$ cat src/rtl/wb_stream_ram_writer.sv
// Wishbone write master: drains a valid/ready word stream into consecutive RAM
// word addresses from a programmed base, with optional incrementing bursts and bounded retry.
module wb_stream_ram_writer #(
  parameter int unsigned Dw         = 32,
  parameter int unsigned Aw         = 10,
  parameter int unsigned SELw       = Dw / 8,
  parameter int unsigned TAGw       = 3,
  parameter int unsigned CTIw       = 3,
  parameter int unsigned BTEw       = 2,
  parameter string       BURST_MODE = "DISABLED",
  parameter int unsigned MAX_RETRY  = 4
) (
  input  logic            clk,
  input  logic            reset,
  input  logic            start_i,
  input  logic [Aw-1:0]   base_i,
  input  logic [Aw:0]     len_i,
  input  logic [Dw-1:0]   s_dat_i,
  input  logic            s_valid_i,
  output logic            s_ready_o,
  output logic            busy_o,
  output logic            done_o,
  output logic            err_o,
  output logic [Dw-1:0]   m_dat_o,
  output logic [SELw-1:0] m_sel_o,
  output logic [Aw-1:0]   m_addr_o,
  output logic [TAGw-1:0] m_tag_o,
  output logic [CTIw-1:0] m_cti_o,
  output logic [BTEw-1:0] m_bte_o,
  output logic            m_stb_o,
  output logic            m_cyc_o,
  output logic            m_we_o,
  input  logic            m_ack_i,
  input  logic            m_err_i,
  input  logic            m_rty_i
);

  localparam int unsigned LenW    = Aw + 1;
  localparam int unsigned RtyW    = 4;
  localparam bit          BurstEn = (BURST_MODE == "ENABLED");

  localparam logic [CTIw-1:0] CtiClassic = CTIw'(3'b000);
  localparam logic [CTIw-1:0] CtiIncr    = CTIw'(3'b010);
  localparam logic [CTIw-1:0] CtiEnd     = CTIw'(3'b111);
  localparam logic [RtyW-1:0] RtyLimit   = RtyW'(MAX_RETRY);

  typedef enum logic [2:0] {
    S_IDLE  = 3'd0,
    S_FETCH = 3'd1,
    S_BUS   = 3'd2,
    S_HOLD  = 3'd3,
    S_FIN   = 3'd4
  } state_e;

  state_e          state_q;
  logic [Aw-1:0]   addr_q;
  logic [LenW-1:0] rem_q;
  logic [Dw-1:0]   buf_q;
  logic [RtyW-1:0] rty_q;
  logic [CTIw-1:0] cti_q;
  logic            bus_q;
  logic            busy_q;
  logic            done_q;
  logic            err_q;

  logic [Aw-1:0]   addr_d;
  logic [LenW-1:0] rem_d;
  logic [RtyW-1:0] rty_d;
  logic            last_word_c;
  logic            chain_c;

  // Cycle type for a word given how many words remain including it.
  function automatic logic [CTIw-1:0] cti_for(input logic [LenW-1:0] remaining);
    if (!BurstEn) begin
      return CtiClassic;
    end
    return (remaining == LenW'(1)) ? CtiEnd : CtiIncr;
  endfunction

  assign addr_d      = addr_q + Aw'(1);
  assign rem_d       = rem_q - LenW'(1);
  assign rty_d       = rty_q + RtyW'(1);
  assign last_word_c = (rem_q == LenW'(1));

  // Burst chaining: the next stream word is taken in the same cycle the current one is acked.
  assign chain_c = BurstEn && (state_q == S_BUS) && !m_err_i && m_ack_i
                   && !last_word_c && s_valid_i;

  assign s_ready_o = (state_q == S_FETCH) || chain_c;

  always_ff @(posedge clk or negedge reset) begin
    if (!reset) begin
      state_q <= S_IDLE;
      addr_q  <= '0;
      rem_q   <= '0;
      buf_q   <= '0;
      rty_q   <= '0;
      cti_q   <= '0;
      bus_q   <= 1'b0;
      busy_q  <= 1'b0;
      done_q  <= 1'b0;
      err_q   <= 1'b0;
    end else begin
      case (state_q)
        S_IDLE: begin
          if (start_i) begin
            addr_q <= base_i;
            rem_q  <= len_i;
            err_q  <= 1'b0;
            rty_q  <= '0;
            busy_q <= 1'b1;
            if (len_i == '0) begin
              done_q  <= 1'b1;
              state_q <= S_FIN;
            end else begin
              state_q <= S_FETCH;
            end
          end
        end

        S_FETCH: begin
          if (s_valid_i) begin
            buf_q   <= s_dat_i;
            cti_q   <= cti_for(rem_q);
            bus_q   <= 1'b1;
            state_q <= S_BUS;
          end
        end

        // Response priority is err, then ack, then rty.
        S_BUS: begin
          if (m_err_i) begin
            err_q   <= 1'b1;
            bus_q   <= 1'b0;
            done_q  <= 1'b1;
            state_q <= S_FIN;
          end else if (m_ack_i) begin
            addr_q <= addr_d;
            rem_q  <= rem_d;
            rty_q  <= '0;
            if (last_word_c) begin
              bus_q   <= 1'b0;
              done_q  <= 1'b1;
              state_q <= S_FIN;
            end else if (chain_c) begin
              buf_q <= s_dat_i;
              cti_q <= cti_for(rem_d);
            end else begin
              bus_q   <= 1'b0;
              state_q <= S_FETCH;
            end
          end else if (m_rty_i) begin
            rty_q <= rty_d;
            bus_q <= 1'b0;
            if (rty_d == RtyLimit) begin
              err_q   <= 1'b1;
              done_q  <= 1'b1;
              state_q <= S_FIN;
            end else begin
              state_q <= S_HOLD;
            end
          end
        end

        S_HOLD: begin
          bus_q   <= 1'b1;
          state_q <= S_BUS;
        end

        S_FIN: begin
          done_q  <= 1'b0;
          busy_q  <= 1'b0;
          state_q <= S_IDLE;
        end

        default: begin
          bus_q   <= 1'b0;
          busy_q  <= 1'b0;
          done_q  <= 1'b0;
          state_q <= S_IDLE;
        end
      endcase
    end
  end

  assign busy_o   = busy_q;
  assign done_o   = done_q;
  assign err_o    = err_q;
  assign m_dat_o  = buf_q;
  assign m_sel_o  = {SELw{bus_q}};
  assign m_addr_o = addr_q;
  assign m_tag_o  = '0;
  assign m_cti_o  = cti_q;
  assign m_bte_o  = '0;
  assign m_stb_o  = bus_q;
  assign m_cyc_o  = bus_q;
  assign m_we_o   = bus_q;

endmodule

$ cat config.mk
export PLATFORM = sky130hd
export DESIGN_NAME = wb_stream_ram_writer
export DESIGN_NICKNAME = d
export VERILOG_FILES = /design/src/rtl/wb_stream_ram_writer.sv
export SDC_FILE = /design/constraint.sdc
export NUM_CORES = 1
export LEC_CHECK = 0
export BUFFER_PORTS_ARGS = -buffer_cell sky130_fd_sc_hd__buf_2
export CAP_MARGIN = 10
export CORE_MARGIN = 4
export CORE_UTILIZATION = 51
export CTS_BUF_LIST = sky130_fd_sc_hd__clkbuf_2
export DETAILED_ROUTE_END_ITERATION = 8
export PLACE_DENSITY = 0.88
export SYNTH_ARGS = -nofsm -noshare
export SYNTH_HDL_FRONTEND = slang
export SYNTH_SLANG_ARGS = --single-unit
$ cat constraint.sdc
create_clock -name clk -period 2.04 [get_ports clk]
set_input_delay 0.306 -clock clk [delete_from_list [all_inputs] [get_ports clk]]
set_output_delay 0.306 -clock clk [all_outputs]
set_load 0.02 [all_outputs]
Word level (Yosys, flattened, before mapping). Index checks and enable logic that the tools add are counted.

Logic and storage cells: 92. Register bits: 67.

Bitwise operators: 3. Equality and inequality tests: 18. Add/sub/neg operators: 3. Reduce and logical (&&, ||, !) cells: 14. Multiplexer cells: 44.

Operators with widths (number): $mux W11 (3); $mux W10 (3); $mux W3 (10); $pmux W11 S2 (1); $pmux W10 S2 (1); $mux W1 (16); $mux W4 (4); $ne A3 B3 Y1 const B (4); $ne A4 B4 Y1 const B (3); $pmux W3 S4 (1); $eq A11 B1 Y1 const B (1); $logic_not A11 Y1 (1); $sub A11 B1 Y11 const B (1); $add A10 B1 Y10 const B (1); $ne A2 B2 Y1 const B (5); $pmux W4 S2 (1); $reduce_and A4 Y1 (2); $eq A3 B2 Y1 const B (2); $reduce_and A3 Y1 (2); $reduce_and A6 Y1 (1); $reduce_and A5 Y1 (1); $add A4 B1 Y4 const B (1); $eq A4 B3 Y1 const B (1); $pmux W1 S2 (2); other kinds (10) (14).

Logic depth before layout (Yosys ltp). Gate-level depths: netlist of run 1.

Depth in word-level cells: 7. Mapped depth: 8. Depth with buffers taken out: 6.

Worst setup path after synthesis of run 1. No wires, ideal clock.

Path type: reg2reg. Start point: register state_q[2]. End point: register bus_q (netlist: m_cyc_o). Setup time: 0.104 ns. Slack: 0.281 ns. Arrival: 1.655 ns. Data required time: 1.936 ns. Cell stages (with the launch flop): 7. Clock period less this slack: 1.759 ns. Buffers on the path: 1. Cells stage by stage: dfrtp_1 or3b_1 buf_4 or4_1 nand2_1 a21oi_1 a221oi_1.

Longest elaborated chain between the ends: 4. Elaborated cells on any way between the ends: 11. Classes of those cells: eq/ne (6); mux (1); bitwise (1); reduce/logical (3).

RTL lines: start, declared (line 55) `state_e state_q;`; start signal, assigned (line 93) `state_q <= S_IDLE;`; start signal, assigned (line 114) `state_q <= S_FIN;`; start signal, assigned (line 116) `state_q <= S_FETCH;`; branches (longest 4 deep; another with $ne A4 B4 Y1); end signal, assigned (line 99) `bus_q <= 1'b0;`; end signal, assigned (line 125) `bus_q <= 1'b1;`; end signal, assigned (line 134) `bus_q <= 1'b0;`; end, declared (line 61) `logic bus_q;`.

Several ways; the timed one is not identified. A chain may end at the register's enable or synchronous reset.

Worst setup path after layout of run 1.
Start point: register rty_q[0]. End point: register state_q[2].

Longest elaborated chain between the ends: 7.

RTL lines: start, declared (line 59) `logic [RtyW-1:0] rty_q;`; start signal, assigned (line 153) `rty_q <= rty_d;`; $add A4 B1 Y4 (line 82) `assign rty_d = rty_q + RtyW'(1);`; $eq A4 B3 Y1 (line 155) `if (rty_d == RtyLimit) begin`; $mux W3 (line 155); $mux W3 (line 152) `end else if (m_rty_i) begin`; $mux W3 (line 137) `end else if (m_ack_i) begin`; $mux W3 (line 132) `if (m_err_i) begin`; $pmux W3 S4 (line 104) `case (state_q)`; end signal, assigned (line 136) `state_q <= S_FIN;`; end signal, assigned (line 150) `state_q <= S_FETCH;`; end signal, assigned (line 158) `state_q <= S_FIN;`.

No other way between the ends. The select of a mux whose other input is x is not followed.

==> summary.md, run 1 <==
| Metric | Value |
|---|---|
| Initial core utilization | a little over half |
| Peak supply drop | a little under 0.0009 V |
| Site row count | 28 |
| Wire length per cell after detailed routing | 14.75 um |
| Leak | between 1.5 and 2 nW |
| Area leader, netlist | dfrtp_1 |
| EDFF count, synth | 0 |
| Req. time, crit path | around 2.5 ns |
| CP peak stage delay | between 0.4 and 0.5 ns |
| Antenna viol nets, final | 0 |
| Ys flop type | dfrtp_1 |
| DRC Markers | 0 |
| First-pass GRT wire length | 12300 um |
| Final net count | 499 |
| Root buf cell | clkbuf_2 |
| Fraction of registers with async set/reset | between 90% and 100% |
| Slowest cell on crit path | dfrtp_1 |
| Distinct cells, synth | between 40 and 50 |
| Worst Skew | about 0.018 ns |
| H-tree levels | 3 |
| PortBufs | ~110 |
| Cells after Synth | 320 |
| Syn. warnings | 0 |
| Slew of the pin with the lowest slew margin | between 0.5 and 0.6 ns |
| Final count of hold timing violations | 0 |
| Share of the synthesized area in the top cell type | roughly half |
| Sum Neg Setup Slack | 0 ns |
| Top post-synthesis cells by count | dfrtp_1, o21ai_0, mux2_2 |
| CP startpoint kind | register |
| Crit path kind | register to register |
| Grt ovf | 0 |
| Final core occ | 66.91% |
| Total Routing Usage GR | between 20% and 30% |
| Tcrit/Tclk final | just over 90% |
| Via count | around 2.9k |
| Mean Syn Cell Area | approximately 10 um^2 |
| Design area | around 0.0041 mm^2 |
| Diodes inserted | 0 |
| Tmin final | 1.856 ns |
| PD cells | about 1500 mW/mm^2 |
| CTS tree | yes |
| Vert. Die Dim | ~88 um |
| DP Wirelength | roughly 5700 um |
| # fillers | slightly below 500 |
| Fmax | approximately 0.54 GHz |
| Skew-Pair Late Insertion Delay | 0.47 ns |
| Final setup violation count | 0 |
| Largest net degree at the start of global routing | 65 |
| Reg2reg path depth | 6 |
| Setup crit end kind | register |
| Die width | approximately 88 um |
| Register area share after synthesis | 49.34% |
| RSZ-0062 raised after global routing | no |
| Clk sinks | 64 |
| Final hold slack | ~0.050 ns |
| Top area cells in the synthesized netlist | dfrtp_1, mux2_2, o21ai_0 |
| Vias in the first global route | 2735 |
| Status | finished, final reports clean |
| Slew margin rel. | 65.14% |
| Via/cell ratio | about 5.6 |
| Layout cell share with drive strength beyond 1 | 39.18% |
| Synth Cell Area | approximately 0.0032 mm^2 |
| Syn-to-layout area delta | 24.94% |
| CP arrival | between 2 and 2.5 ns |
| Most frequent cell after synthesis | dfrtp_1 |
| Number of buffers created by CTS | 9 |
| Final Max Slew Viols | 0 |
| Number of antenna violations at the first check in global routing | 0 |
| Critical-path cell list | ha_1 -> nand2b_1 -> o32ai_1 -> a31oi_1 -> a211o_1 -> nand2_1 |
| Worst-path clk slew | 0.18 ns |
| Clk buf depth | 2 |
| Synth Register Bits | 64 |
| Detailed Route Iter0 Violations | 140 |
| Ports | about 120 |
| Worst Path Max Fanout | 7 |
| Die area | around 0.0077 mm^2 |
| Max Cap Violations | 0 |
| Core area | between 0.006 and 0.007 mm^2 |
| Final Wtd Congestion | ~0.9 |
| Type of the worst min-delay path | input port to register |
| Hold path depth | 2 |
| First-pass DRT Iterations | 5 |
| DP Area | 0.003879 mm^2 |
| WL final | about 7600 um |
-- kinds of logic after synthesis --
kind of cell | Yosys count | share of synthesized area (%)
AOI/OAI and AO/OA | 85 | 16.00
buffers and inverters | 37 | 6.207
other | 1 | 0.1155
and+or+nand+nor | 95 | 15.00
adders and majority gates | 5 | 1.928
muxes | 33 | 11.41
DFF | 64 | 49.34
-- layer usage --
metal | routed length [um] | vias up | GRT usage, % | part of all wire [%]
met5 | 0 | - | 0 | 0
met4 | 135 | 0 | 8.926 | 1.8
met3 | 774 | 15 | 4.704 | 10
met2 | 3545 | 143 | 32.67 | 47
met1 | 3128 | 1335 | 25.56 | 41
li1 | - | 1364 | - | -
-- metrics by stage --
step           worst slack (ns)  std cells  power [mW]
2_1_floorplan            0.2810        327       4.357
3_5_place_dp             0.1565        496       5.355
5_1_grt                 0.01708        514       6.735
4_1_cts                  0.1187        513       6.317
6_report                 0.1841        514       6.265
3_3_place_gp             0.3042        496       5.243
-- critical path, delay by kind of cell (launching register included) --
kind | cells | cell delay [ns]
AO/OA/AOI/OAI | 3 | 0.87
flip-flops | 1 | 0.48
AND/OR/NAND/NOR | 2 | 0.20
adder cells (fa/ha/maj) | 1 | 0.26
-- cells in the final DEF, fill, tap and decap left out, types with 4 or more instances in the layout --
cell,count
conb_1,8
buf_2,112
dfrtp_1,64
o21ai_0,31
buf_4,9
ha_1,5
a21oi_1,19
inv_1,7
nor2_1,26
nor3_1,6
a22oi_1,5
nand3_1,13
nor4_1,4
nand2_1,20
nand2b_1,5
clkbuf_2,9
mux2_2,30
a31oi_1,4
-- worst paths after layout --
| check | from | end | slack, ns |
|---|---|---|---|
| min in group asynchronous | reset | err_o$_DFFE_PN0P_ | 0.36 |
| worst max register to register | rty_q[0]$_DFFE_PN0P_ | state_q[2]$_DFFE_PN0P_ | 0.18 |
| max in group asynchronous | reset | m_dat_o[17]$_DFFE_PN0P_ | 1.41 |
| worst max-delay path | rty_q[0]$_DFFE_PN0P_ | state_q[2]$_DFFE_PN0P_ | 0.18 |
| worst min-delay path | s_dat_i[28] | m_dat_o[28]$_DFFE_PN0P_ | 0.05 |
| worst min register to register | m_dat_o[7]$_DFFE_PN0P_ | m_dat_o[7]$_DFFE_PN0P_ | 0.50 |
-- report_power, final --
part / internal, mW / switching [mW] / total (mW)
clock: 0.519 / 0.439 / 0.957
combinational: 1.25 / 1.79 / 3.04
sequential: 1.85 / 0.421 / 2.27
-- area by class of cell --
| cell class | instances | area [um^2] | share of cell area [%] |
|---|---|---|---|
| multi-input cells | 226 | 1470 | 36.25 |
| repair buffers | 126 | 708.2 | 17.46 |
| clock buffers | 9 | 45.04 | 1.111 |
| clock inverters | 7 | 110.1 | 2.715 |
| well taps | 75 | 93.84 | 2.314 |
| flip-flops and latches | 64 | 1602 | 39.49 |
| inverters | 7 | 26.28 | 0.6479 |
-- flip-flops by register name, indices dropped and copies added (netlist names) --
signal / flops
state_q: 3
m_cyc_o: 1
busy_o: 1
rty_q: 4
m_addr_o: 10
rem_q: 11
m_dat_o: 32
err_o: 1
done_o: 1
-- what timing repair did --
item	in CTS	in global routing
setup buffers	0	0
gates resized for setup	0	1
setup endpoints to repair	0	2
hold buffers	1	1
hold endpoints to repair	64	1
(Power assumes the default switching activity.)
==> inputs of run 2 (changes only) <==
--- a/config.mk
+++ b/config.mk
@@ -7,2 +7,3 @@
 export LEC_CHECK = 0
+export ABC_AREA = 0
 export BUFFER_PORTS_ARGS = -buffer_cell sky130_fd_sc_hd__buf_2
==> constraint.sdc (replaced) <==
create_clock -name clk -period 1.9 [get_ports clk]
set_input_delay 0.285 -clock clk [delete_from_list [all_inputs] [get_ports clk]]
set_output_delay 0.285 -clock clk [all_outputs]
set_load 0.1 [all_outputs]
==> run 2 against run 1 <==
Clock skew increased by 0.0063 ns. First-iteration DRC count decreased by 39%. Flip-flop and latch count unchanged. Via count increased by 0.11%. Setup slack got worse by 0.078 ns. Clock-buffer cell count increased by 1. Register-to-register slack got worse by 0.08 ns. Sequential share of layout area decreased by 0.70 points. Final cell count increased by 1.8%. Wire length increased by 3.5%. Utilization increased by 1.5 points. Non-clock buffer count increased by 9. Largest cell class unchanged.
==> summary.md, run 2 (synthesis gave the netlist of run 1 again) <==
| Metric | Value |
|---|---|
| Status | finished, final reports clean |
| Largest net degree at the start of global routing | 65 |
| Total Routing Usage GR | just over 20% |
| CP startpoint kind | register |
| Tmin final | roughly 1.8 ns |
| H-tree levels | 3 |
| CP arrival | around 1.5 ns |
| Routed met1 length | about 3300 um |
| Crit path kind | register to output pin |
| Setup crit end kind | output pin |
| Ports | about 120 |
| Final net count | between 500 and 600 |
| Layout cell share with drive strength beyond 1 | 41.07% |
| Req. time, crit path | around 1.6 ns |
| Diodes inserted | 0 |
| Fmax | roughly 0.56 GHz |
| Vias in the first global route | approximately 2.7k |
| PortBufs | 112 |
| Skew-Pair Late Insertion Delay | approximately 0.45 ns |
| Site row count | 28 |
| CTS tree | yes |
| Detailed Route Iter0 Violations | 86 |
| Slew margin rel. | about two thirds |
| Die width | between 80 and 90 um |
| First-pass GRT wire length | roughly 12000 um |
| First-pass DRT Iterations | 5 |
| Slew of the pin with the lowest slew margin | around 0.52 ns |
| Type of the worst min-delay path | input port to register |
| Slowest cell on crit path | dfrtp_1 |
| WL final | around 7900 um |
| Routed wl met2 | 3839 um |
| Grt ovf | 0 |
| Final setup violation count | 0 |
| Crit path buffers/inverters | 3 |
| Number of antenna violations at the first check in global routing | 0 |
| Vert. Die Dim | around 88 um |
| Syn-to-layout area delta | 27.79% |
| Antenna viol nets, final | 0 |
| Final count of hold timing violations | 0 |
| Critical path's top delay family | buffers and inverters |
| Worst-path clk slew | roughly 0.18 ns |
| Number of buffers created by CTS | 9 |
| Final Max Slew Viols | 0 |
| Critical-path cell list | buf_4 -> nor2_1 -> nand2_1 -> inv_2 -> buf_12 |
| Max Cap Violations | 0 |
| Clk buf depth | 2 |
| Core area | about 0.006 mm^2 |
| Via count | between 2k and 3k |
| DP Wirelength | about 5700 um |
| Wire length per cell after detailed routing | around 15 um |
| Die area | just under 0.008 mm^2 |
| Top sig layer | met4 |
| Clk sinks | 64 |
| Initial core utilization | around 54% |
| DRC Markers | 0 |
| Root buf cell | clkbuf_2 |
| Worst Skew | 0.02434 ns |
| Worst Path Max Fanout | 12 |
| Final hold slack | between 0.05 and 0.06 ns |
| Most common cell after layout, fill and taps aside | buf_2 |
| Tcrit/Tclk final | approximately 94% |
| Via/cell ratio | 5.468 |
| CP peak stage delay | 0.41 ns |
| Most frequent cells in the layout | buf_2, dfrtp_1, o21ai_0 |
| Met3 WL post-DR | about 690 um |
| Final Wtd Congestion | between 0.8 and 0.9 |
| Max reg flops | 32 |
==> run 2: metrics by stage <==
stage          utilization, %  instance area, um^2  cells  setup WS [ns]  setup TNS, ns
2_1_floorplan               -                 3279    327         0.1149              0
3_3_place_gp            64.33                 3899    496         0.1761              0
3_5_place_dp            64.33                 3899    496        0.07789              0
4_1_cts                 67.73                 4105    521        0.01692              0
5_1_grt                 68.44                 4148    523       -0.01081       -0.01455
6_report                68.44                 4148    523         0.1060              0
==> run 2: worst reg2reg max path, stage by stage (launching register included) <==
cell and delay, ns:
dfrtp_1 0.48, ha_1 0.25, nand2b_1 0.16, o32ai_2 0.32, a31oi_1 0.13, a211o_1 0.33, nand3_2 0.07
==> run 2: cell type report <==
class                   count  area [um^2]
well taps                  75        93.84
flip-flops and latches     64         1609
clock inverters             6        60.06
clock buffers              10        50.05
fillers                   459         1913
inverters                   7        26.28
multi-input cells         226         1485
repair buffers            135        823.3
==> run 2: path summary, 6_finish.rpt <==
| path | from | end | slack, ns | cells past startpoint |
|---|---|---|---|---|
| worst max-delay path | state_q[1]$_DFFE_PN0P_ | s_ready_o | 0.11 | 5 |
| worst min-delay path | s_dat_i[28] | m_dat_o[28]$_DFFE_PN0P_ | 0.06 | 2 |
| worst max register to register | rty_q[0]$_DFFE_PN0P_ | done_o$_DFFE_PN0P_ | 0.11 | 6 |
| worst min register to register | m_dat_o[7]$_DFFE_PN0P_ | m_dat_o[7]$_DFFE_PN0P_ | 0.52 | 1 |
| max in group asynchronous | reset | m_addr_o[0]$_DFFE_PN0P_ | 1.26 | 3 |
| min in group asynchronous | reset | m_dat_o[12]$_DFFE_PN0P_ | 0.37 | 3 |
==> run 2: repair_timing <==
action,4_1_cts,5_1_grt
cloned,0,0
pin swaps,0,1
hold buffers,9,1
resized for setup,2,7
endpoints found under the hold margin,72,1
setup endpoints to repair,1,6
buffers inserted,0,1
==> run 2: metal layers <==
layer,GRT usage [%],vias up
li1,-,1386
met1,25.18,1336
met2,35.34,130
met3,4.421,8
met4,6.834,0
met5,0,-
Power of run 2 is left out: the tool's default activity adds up to more than one toggle a clock period on the data nets, which glitch-free logic cannot reach.
==> inputs of run 3 (changes only) <==
- CORE_UTILIZATION: 51 -> 46
- HOLD_SLACK_MARGIN: default -> 0.06
- PLACE_DENSITY: 0.88 -> 0.78
- clock period: 1.9 -> 1.6 ns (I/O delays scaled with it)
==> run 3 against run 2 <==
The run now ends with negative setup slack left. Highest routed layer unchanged. Final cell count grew 19%. Die area grew 9.9%. Wire length grew 69%. First-iteration DRC count grew to 2.8 times the previous value. Clock skew grew 0.0074 ns. Largest cell class is now multi-input combinational cells.
==> summary.md, run 3 (synthesis gave the netlist of run 1 again) <==
| Metric | Value |
|---|---|
| Worst R2R End | state_q[0]$_DFFE_PN0P_ |
| Final setup violation count | a little under 60 |
| Detailed Route Iter0 Violations | ~240 |
| R2r startpoint | rty_q[0]$_DFFE_PN0P_ |
| Core area | 0.006832 mm^2 |
| Worst-path clk slew | approximately 0.19 ns |
| Diodes inserted | 0 |
| RSZ-0062 raised after global routing | yes |
| Ports | roughly 120 |
| Final count of hold timing violations | 0 |
| Setup crit end kind | register |
| # fillers | between 300 and 400 |
| WL final | approximately 13000 um |
| Failing checks | negative setup slack |
| Via count | 3512 |
| Final core occ | roughly 83% |
| Layout cell share with drive strength beyond 1 | between 50% and 60% |
| Site row count | 30 |
| Req. time, crit path | 2.00 ns |
| Gr busiest metal | met2 |
| Most frequent cells in the layout | buf_2, dfrtp_1, dlygate4sd3_1 |
| Clk buf depth | 2 |
| Die width | between 90 and 100 um |
| Status | finished, violations left |
| Tmin final | between 1.5 and 2 ns |
| GR Layer Usage met3 | under 10% |
| Clk sinks | 64 |
| CP arrival | 2.30 ns |
| Worst Path Max Fanout | 3 |
| Final Max Slew Viols | 0 |
| Setup crit end | state_q[0]$_DFFE_PN0P_ |
| Type of the worst min-delay path | input port to register |
| Max Cap Violations | 0 |
| Root buf cell | clkbuf_2 |
| Skew-Pair Late Insertion Delay | 0.53 ns |
| Vias in the first global route | roughly 3.3k |
| Number of buffers created by CTS | 9 |
| Wire length per cell after detailed routing | 21.39 um |
| CTS tree | yes |
| Final Wtd Congestion | between 0.8 and 0.9 |
| Final net count | 585 |
| Max reg flops | 32 |
| Final worst setup slack | -0.3026 ns |
| Syn-to-layout area delta | 74.60% |
| Initial core utilization | between 40 and 50% |
| Grt ovf | 0 |
| Number of antenna violations at the first check in global routing | 0 |
| PortBufs | approximately 110 |
| First-pass DRT Iterations | 5 |
| Reg2reg path depth | 7 |
| First-pass GRT wire length | 15760 um |
| Crit path kind | register to register |
| Worst Skew | ~0.032 ns |
| Flop-to-flop setup slack | -0.30 ns |
| Largest net degree at the start of global routing | 65 |
| Antenna viol nets, final | 0 |
| CP startpoint kind | register |
| Die area | between 0.008 and 0.009 mm^2 |
| Tcrit/Tclk final | 118.9% |
| DP Wirelength | 6018 um |
| Grt met1 use | a little over a quarter |
| Vert. Die Dim | 92 um |
| CP startpoint | rty_q[0]$_DFFE_PN0P_ |
| Met2 Use GR | 43.00% |
| Via/cell ratio | about 5.7 |
| H-tree levels | 3 |
| Fmax | approximately 0.53 GHz |
| DRC Markers | 0 |
| Most common cell after layout, fill and taps aside | buf_2 |
| Total Routing Usage GR | roughly a quarter |
==> run 3: cell types whose count changed in the layout (fill, tap and decap cells not counted), sizes merged <==
cell | before | now
clkbuf | 10 | 41
clkinv | 4 | 2
clkinvlp | 1 | 0
bufinv | 1 | 4
dlygate4sd3 | 10 | 48
buf | 125 | 132
==> run 3: what timing repair did <==
action / 4_1_cts / 5_1_grt
pin swaps: 11 / 19
gates resized for setup: 44 / 129
cloned: 1 / 7
endpoints found under the setup margin: 42 / 79
hold endpoints to repair: 108 / 3
buffers inserted: 4 / 8
hold buffers: 45 / 3
==> run 3: critical path, stage by stage, from the launching register on <==
cell and delay, ns:
dfrtp_1 0.45, ha_2 0.21, nand2b_4 0.15, o32ai_4 0.30
a2111oi_2 0.10, buf_4 0.15, a211oi_1 0.28, o22ai_1 0.15
==> run 3: final cells by class <==
class | instances | area (um^2) | area share, %
repair buffers | 212 | 1827 | 32.24
multi-input cells | 226 | 1894 | 33.43
clock inverters | 6 | 132.6 | 2.340
inverters | 7 | 26.28 | 0.4637
well taps | 96 | 120.1 | 2.120
flip-flops and latches | 64 | 1622 | 28.62
clock buffers | 9 | 45.04 | 0.7949
==> run 3: worst min-delay path by stage <==
stage          startpoint                       to  slack, ns  cells past startpoint
3_5_place_dp        reset  m_dat_o[10]$_DFFE_PN0P_       0.28                      2
3_3_place_gp        reset  m_dat_o[13]$_DFFE_PN0P_       0.28                      2
5_1_grt          len_i[7]     rem_q[7]$_DFFE_PN0P_       0.03                      3
2_1_floorplan       reset       busy_o$_DFFE_PN0P_      -0.06                      0
4_1_cts           m_ack_i   state_q[1]$_DFFE_PN0P_       0.06                      3
6_report         len_i[3]     rem_q[3]$_DFFE_PN0P_       0.06                      3
==> run 3: metal layers <==
metal,vias to the layer above,share of wire [%]
met5,-,0
met4,0,3.4
met3,42,5.7
met2,166,55
met1,1770,36
li1,1534,-
==> run 3: through the flow <==
step | worst slack (ns) | instance area [um^2] | hold slack (ns) | TNS (ns) | instances
after floorplan | -0.1597 | 3321 | -0.05559 | -0.8796 | 327
after global placement | -0.1255 | 4140 | 0.2757 | -0.5325 | 537
after detailed placement | -0.1717 | 4140 | 0.2820 | -0.9008 | 537
after CTS | -0.1331 | 4977 | 0.06253 | -0.7060 | 602
after global routing | -0.5027 | 5667 | 0.03335 | -7.165 | 620
final | -0.3026 | 5667 | 0.05785 | -3.671 | 620
Power of run 3 is left out for the same reason.
